## src/rtl/mem_burst_reader.sv

```systemverilog
// mem_burst_reader: streams an inclusive address range out of a synchronous memory
// through a 2-entry output FIFO with valid/ready backpressure.
module mem_burst_reader #(
  parameter int DATA_W = 8,
  parameter int ADDR_W = 10
) (
  input  logic              clk,
  input  logic              rst,
  input  logic              start,
  input  logic [ADDR_W-1:0] start_addr,
  input  logic [ADDR_W-1:0] stop_addr,
  output logic              busy,
  output logic              done,
  output logic              mem_rd_en,
  output logic [ADDR_W-1:0] mem_addr,
  input  logic [DATA_W-1:0] mem_rd_data,
  output logic              out_valid,
  input  logic              out_ready,
  output logic [DATA_W-1:0] out_data,
  output logic [ADDR_W-1:0] out_addr,
  output logic              out_last
);
  typedef enum logic [1:0] {IDLE, READ, DRAIN} state_t;
  state_t state, state_n;
  logic [ADDR_W-1:0] cur_addr, stop_q, pend_addr;
  logic              desc, pend, pend_last;
  logic [DATA_W-1:0] fd [2];
  logic [ADDR_W-1:0] fa [2];
  logic [1:0]        fl;
  logic              wp, rp;
  logic [1:0]        cnt;
  logic              pop, rd, last_rd;
  assign out_valid = cnt != 2'd0;
  assign pop       = out_valid && out_ready;
  // A word popped this cycle frees its slot, so back-to-back reads keep one word per cycle.
  assign rd        = state == READ && (cnt - {1'b0, pop} + {1'b0, pend}) < 2'd2;
  assign last_rd   = cur_addr == stop_q;
  assign mem_rd_en = rd;
  assign mem_addr  = cur_addr;
  assign busy      = state != IDLE;
  assign out_data  = out_valid ? fd[rp] : '0;
  assign out_addr  = out_valid ? fa[rp] : '0;
  assign out_last  = out_valid && fl[rp];
  always_comb begin
    state_n = state == IDLE ? (start ? READ : IDLE)
            : state == READ ? (rd && last_rd ? DRAIN : READ)
            : (pop && out_last ? IDLE : DRAIN);
  end
  always_ff @(posedge clk) begin
    if (rst) begin
      state     <= IDLE;
      cur_addr  <= '0;
      stop_q    <= '0;
      desc      <= 1'b0;
      pend      <= 1'b0;
      pend_addr <= '0;
      pend_last <= 1'b0;
      wp        <= 1'b0;
      rp        <= 1'b0;
      cnt       <= 2'd0;
      done      <= 1'b0;
    end else begin
      state <= state_n;
      done  <= state == DRAIN && pop && out_last;
      if (state == IDLE && start) begin
        cur_addr <= start_addr;
        stop_q   <= stop_addr;
        desc     <= start_addr > stop_addr;
      end else if (rd && !last_rd) begin
        cur_addr <= desc ? cur_addr - 1'b1 : cur_addr + 1'b1;
      end
      pend      <= rd;
      pend_addr <= cur_addr;
      pend_last <= last_rd;
      if (pend) wp <= ~wp;
      if (pop) rp <= ~rp;
      cnt <= cnt + {1'b0, pend} - {1'b0, pop};
    end
  end
  // Storage needs no reset: nothing is visible while cnt is zero.
  always_ff @(posedge clk) begin
    if (pend) begin
      fd[wp] <= mem_rd_data;
      fa[wp] <= pend_addr;
      fl[wp] <= pend_last;
    end
  end
endmodule

```

## config.mk

```make
export PLATFORM = sky130hd
export DESIGN_NAME = mem_burst_reader
export DESIGN_NICKNAME = d
export VERILOG_FILES = /design/src/rtl/mem_burst_reader.sv
export SDC_FILE = /design/constraint.sdc
export NUM_CORES = 1
export LEC_CHECK = 0
export CORE_MARGIN = 1
export CORE_UTILIZATION = 49
export CTS_CLUSTER_SIZE = 16
export DETAILED_ROUTE_END_ITERATION = 8
export PLACE_DENSITY = 0.8
export SLEW_MARGIN = 20
export SYNTH_ARGS = -nofsm -noshare
export SYNTH_HDL_FRONTEND = slang
export SYNTH_SLANG_ARGS = --single-unit
```

## constraint.sdc

```tcl
create_clock -name clk -period 2.25 [get_ports clk]
set_clock_uncertainty 0.05 [all_clocks]
set_input_delay 0.5625 -clock clk [delete_from_list [all_inputs] [get_ports clk]]
set_output_delay 0.5625 -clock clk [all_outputs]
set_load 0.01 [all_outputs]
```

==> run summary <==
Using the TritonRoute via totals, the vias-per-cell ratio works out to 5.263. The count of nets left with antenna violations once routing finished came out at 0. The worst setup path is captured at an output pin.

Class of the tightest hold or removal check: flip-flop to flip-flop. In this design, the critical path's most frequently occurring cell is inv_2. At the end of the flow, the number of nets in the layout was 481. The tools report the final instance area as 0.004785 mm^2. The tools report the internal cell power as 2.479 mW. From synthesis to final layout, the design area changed by 32.18%. The tools report the H-tree depth reported by CTS as 3. Setup repair after global routing could not meet its margin everywhere. Across every metal layer, demand over resource in global routing totals 21.68%. Setup violations remaining at the end of the flow were counted as 0.

Headroom to the max-slew limit came out at 68.24%. The post-synthesis register bit count is 79. The HPWL after detailed placement is 5.679 mm.

After detailed routing, the average wire length per cell comes to 14.44 um. The logs give 0.36 ns for the clock network latency to the later pin of the worst-skew pair and 336 for the cell count after synthesis. The area after detailed placement was 0.004564 mm^2; the clock transition time at the flip-flop clock pins of the worst setup and hold paths was 0.08 ns. During placement, the flow inserted port buffers numbering 64. In this run, synthesis inferred 38 flip-flops with an integrated enable.

The number of iterations in the first detailed-routing pass was 4; the transition time at the pin with the least slew margin was 0.4749 ns. Wires add up to 7.638 mm. The netlist uses 39 different library cells. The die is 87.95 um tall. Instance count after placement with tap cells included: 511.

Master cell of the clock root buffer: clkbuf_8. The cell with the largest stage delay on the worst path is dfxtp_2. The tools report the die area as 0.007735 mm^2. Delay of the slowest critical-path stage: 0.34 ns. For this run, asynchronously set or reset flops after synthesis account for 0%. In the final layout, the share of cells above drive strength 1 is 15.24%. Via count of the first global-routing pass: 2796.

The combinational family with the most area after synthesis was simple AND/OR/NAND/NOR gates. Remaining routing DRC violations: 0. The final max-slew violation count came out at 0.

Routability-driven placement finished with a final weighted congestion of 0.8626. The width of the die came out at 87.95 um. The xor/xnor cell area share of the yosys netlist is 5.081%, and the final hold slack is 0.3740 ns. The number of primary I/O pins is 65, and the simple-gate share of the synthesized area is 13.96%. The tools report the number of DRC violations after detailed-routing iteration 0 as 104. The clock passes through at most 2 buffers. The switching power total is 0.9532 mW. The total clock sinks is 79, and the number of core rows is 30.

The tools report the element type at the critical path start as a flip-flop. The logs give 54.20% for the register area share after synthesis and 0.006982 mm^2 for the placeable core region. TritonCTS built the clock tree. Setup total negative slack on the finished layout was measured at 0 ns. Synthesis produced a netlist with a net count of 388. Starting utilization of the core area: 51.85%. Timing would allow up to 447.9 MHz. In this run the static leakage power is 2.012 nW.

The primary flip-flop cell chosen by synthesis mapping is dfxtp_1. During synthesis, Yosys emitted a total of 0 warnings. The post-route minimum period came out at 2.233 ns. In the layout the commonest cells are nor2_1 (42), clkdlybuf4s50_1 (42), edfxtp_1 (38). The endpoint required time on the critical path was 1.64 ns. The initial antenna violation count is 0, and the worst-path maximum fanout is 2.

The tools report the area of the mapped netlist as 0.003620 mm^2. The total overflow left after global routing is 0. The critical path in this run is classified as flip-flop to output pin. The signal on the critical path passes through mux2i_1 > ha_2 > inv_2 > nand3_2 > nor2b_4 > nand2_2 > inv_2 > buf_6. The power density normalized to cell area works out to 717.4 mW/mm^2. The final instance count without filler cells was 529; the part of the power in registers was 48.8%. The share of the synthesized area in compound gates (AO/OA/AOI/OAI) came out at 10.61%.

The first-pass GRT wire length is 12.59 mm, and the worst voltage drop across the vdd grid is 0.3667 mV. The repair_antennas step left the layout with diodes totalling 0. The multiplexer share of the synthesized area is 6.084%. Of the available clock period, the critical path in the final layout requires 99.23%.

The share of total power dissipated in combinational logic is 21.1%. In this run switching power makes up 27.77% of total power. Endpoint arrival time on the critical path: 1.62 ns.

Hold repair after CTS inserted 0 buffers. Dividing the synthesized area by the synthesized cell count gives 10.77 um^2. The number of vias in the routed layout came out at 2784. Across the run, the number of max-cap violations was 0.

The CTS buffer count is 9. For the clock share of power, the log shows 30.1%. The post-synthesis adder-cell area fraction is 7.121%. The final number of hold-violating endpoints is 0. The flow ran to the end, and the final reports show no timing, DRC or antenna violations. Entering global routing, the biggest net connects 21 pins.
-- sequential cells by signal, summed over array words and instances, names as in the netlist, 2 cells and up, named ones only --
signal and flops:
mem_addr 10, fa 20, fd 16, pend_addr 10, state 2, cnt 2
fl 2, stop_q 10
-- critical path: cells and delay by family (launching register included) --
kind	cells	cell delay, ns
adders and majority gates	1	0.19
buffers and inverters	3	0.23
DFF	1	0.34
muxes	1	0.19
and+or+nand+nor	3	0.30
-- what timing repair did --
item	CTS	global route
endpoints found under the setup margin	29	7
pin swaps	0	2
setup buffers	1	2
resized for setup	32	10
-- power by group through the flow --
stage / sequential, mW / clock [mW] / combinational [mW]
after floorplan: 1.71 / 0 / 0.389
after global placement: 1.70 / 0 / 0.704
after detailed placement: 1.71 / 0 / 0.719
after CTS: 1.67 / 1.05 / 0.718
after global routing: 1.69 / 1.11 / 0.790
final: 1.68 / 1.03 / 0.723
-- synthesized netlist by cell type, drive strengths merged, types with 2 or more instances --
cell type	instances	area (um^2)
nand2	29	116.4
inv	16	60.06
nand2b	2	12.51
a21oi	24	120.1
a31oi	3	18.77
nand3	3	15.01
dfxtp	41	820.8
nand4	4	31.28
nor3b	2	15.01
clkbuf	11	41.29
and2	2	12.51
nor4	2	25.02
ha	19	237.7
o21ai	10	50.05
a21o	6	45.04
xor2	14	122.6
a2111oi	2	30.03
nor2	43	161.4
o22ai	2	12.51
xnor2	7	61.31
nor2b	14	90.09
a22oi	3	22.52
edfxtp	38	1141
mux2i	22	220.2
a211oi	6	45.04
-- logic make-up (layout without fill, tap and decap cells) --
| kind of cell | after synthesis | count (layout) |
|---|---|---|
| XOR/XNOR | 21 | 21 |
| AND/OR/NAND/NOR | 105 | 105 |
| buffers and inverters | 28 | 125 |
| flip-flops | 79 | 79 |
| adder cells (fa/ha/maj) | 20 | 20 |
| multiplexers | 22 | 22 |
| AO/OA/AOI/OAI | 61 | 61 |
-- area by class of cell --
| class | count | area [um^2] |
|---|---|---|
| Clock buffer | 9 | 123.9 |
| Fill cell | 554 | 2197 |
| Tap cell | 96 | 120.1 |
| Multi-Input combinational cell | 229 | 1583 |
| Timing Repair Buffer | 94 | 862.1 |
| Clock inverter | 6 | 68.82 |
| Sequential cell | 79 | 1967 |
| Inverter | 16 | 60.06 |
-- stage by stage --
| step | power [mW] | setup WS [ns] | utilization [%] |
|---|---|---|---|
| 3_5_place_dp | 2.425 | -0.7799 | 65.38 |
| 2_1_floorplan | 2.094 | 0.1713 | - |
| 3_3_place_gp | 2.405 | -0.7548 | 65.38 |
| 4_1_cts | 3.443 | -0.1453 | 68.15 |
| 6_report | 3.433 | 0.01724 | 68.53 |
| 5_1_grt | 3.583 | -0.07827 | 68.53 |
-- final timing paths --
kind,slack (ns),cells after the start,start,endpoint
setup / recovery,0.02,8,cnt[0]$_SDFF_PP0_,mem_rd_en
hold reg to reg,0.37,0,pend_addr[5]$_SDFF_PP0_,fa[0][5]$_DFFE_PP_
setup reg to reg,0.10,7,mem_addr[1]$_SDFFE_PP0P_,mem_addr[8]$_SDFFE_PP0P_
hold / removal,0.37,0,pend_addr[5]$_SDFF_PP0_,fa[0][5]$_DFFE_PP_
-- per-layer routing --
metal / global-route usage [%] / vias up / routed length [um]
li1: - / 1370 / -
met1: 25.29 / 1304 / 3269
met2: 37.98 / 88 / 3768
met3: 3.770 / 22 / 359
met4: 11.62 / 0 / 241
met5: 0 / - / 0
(Power assumes the default switching activity.)
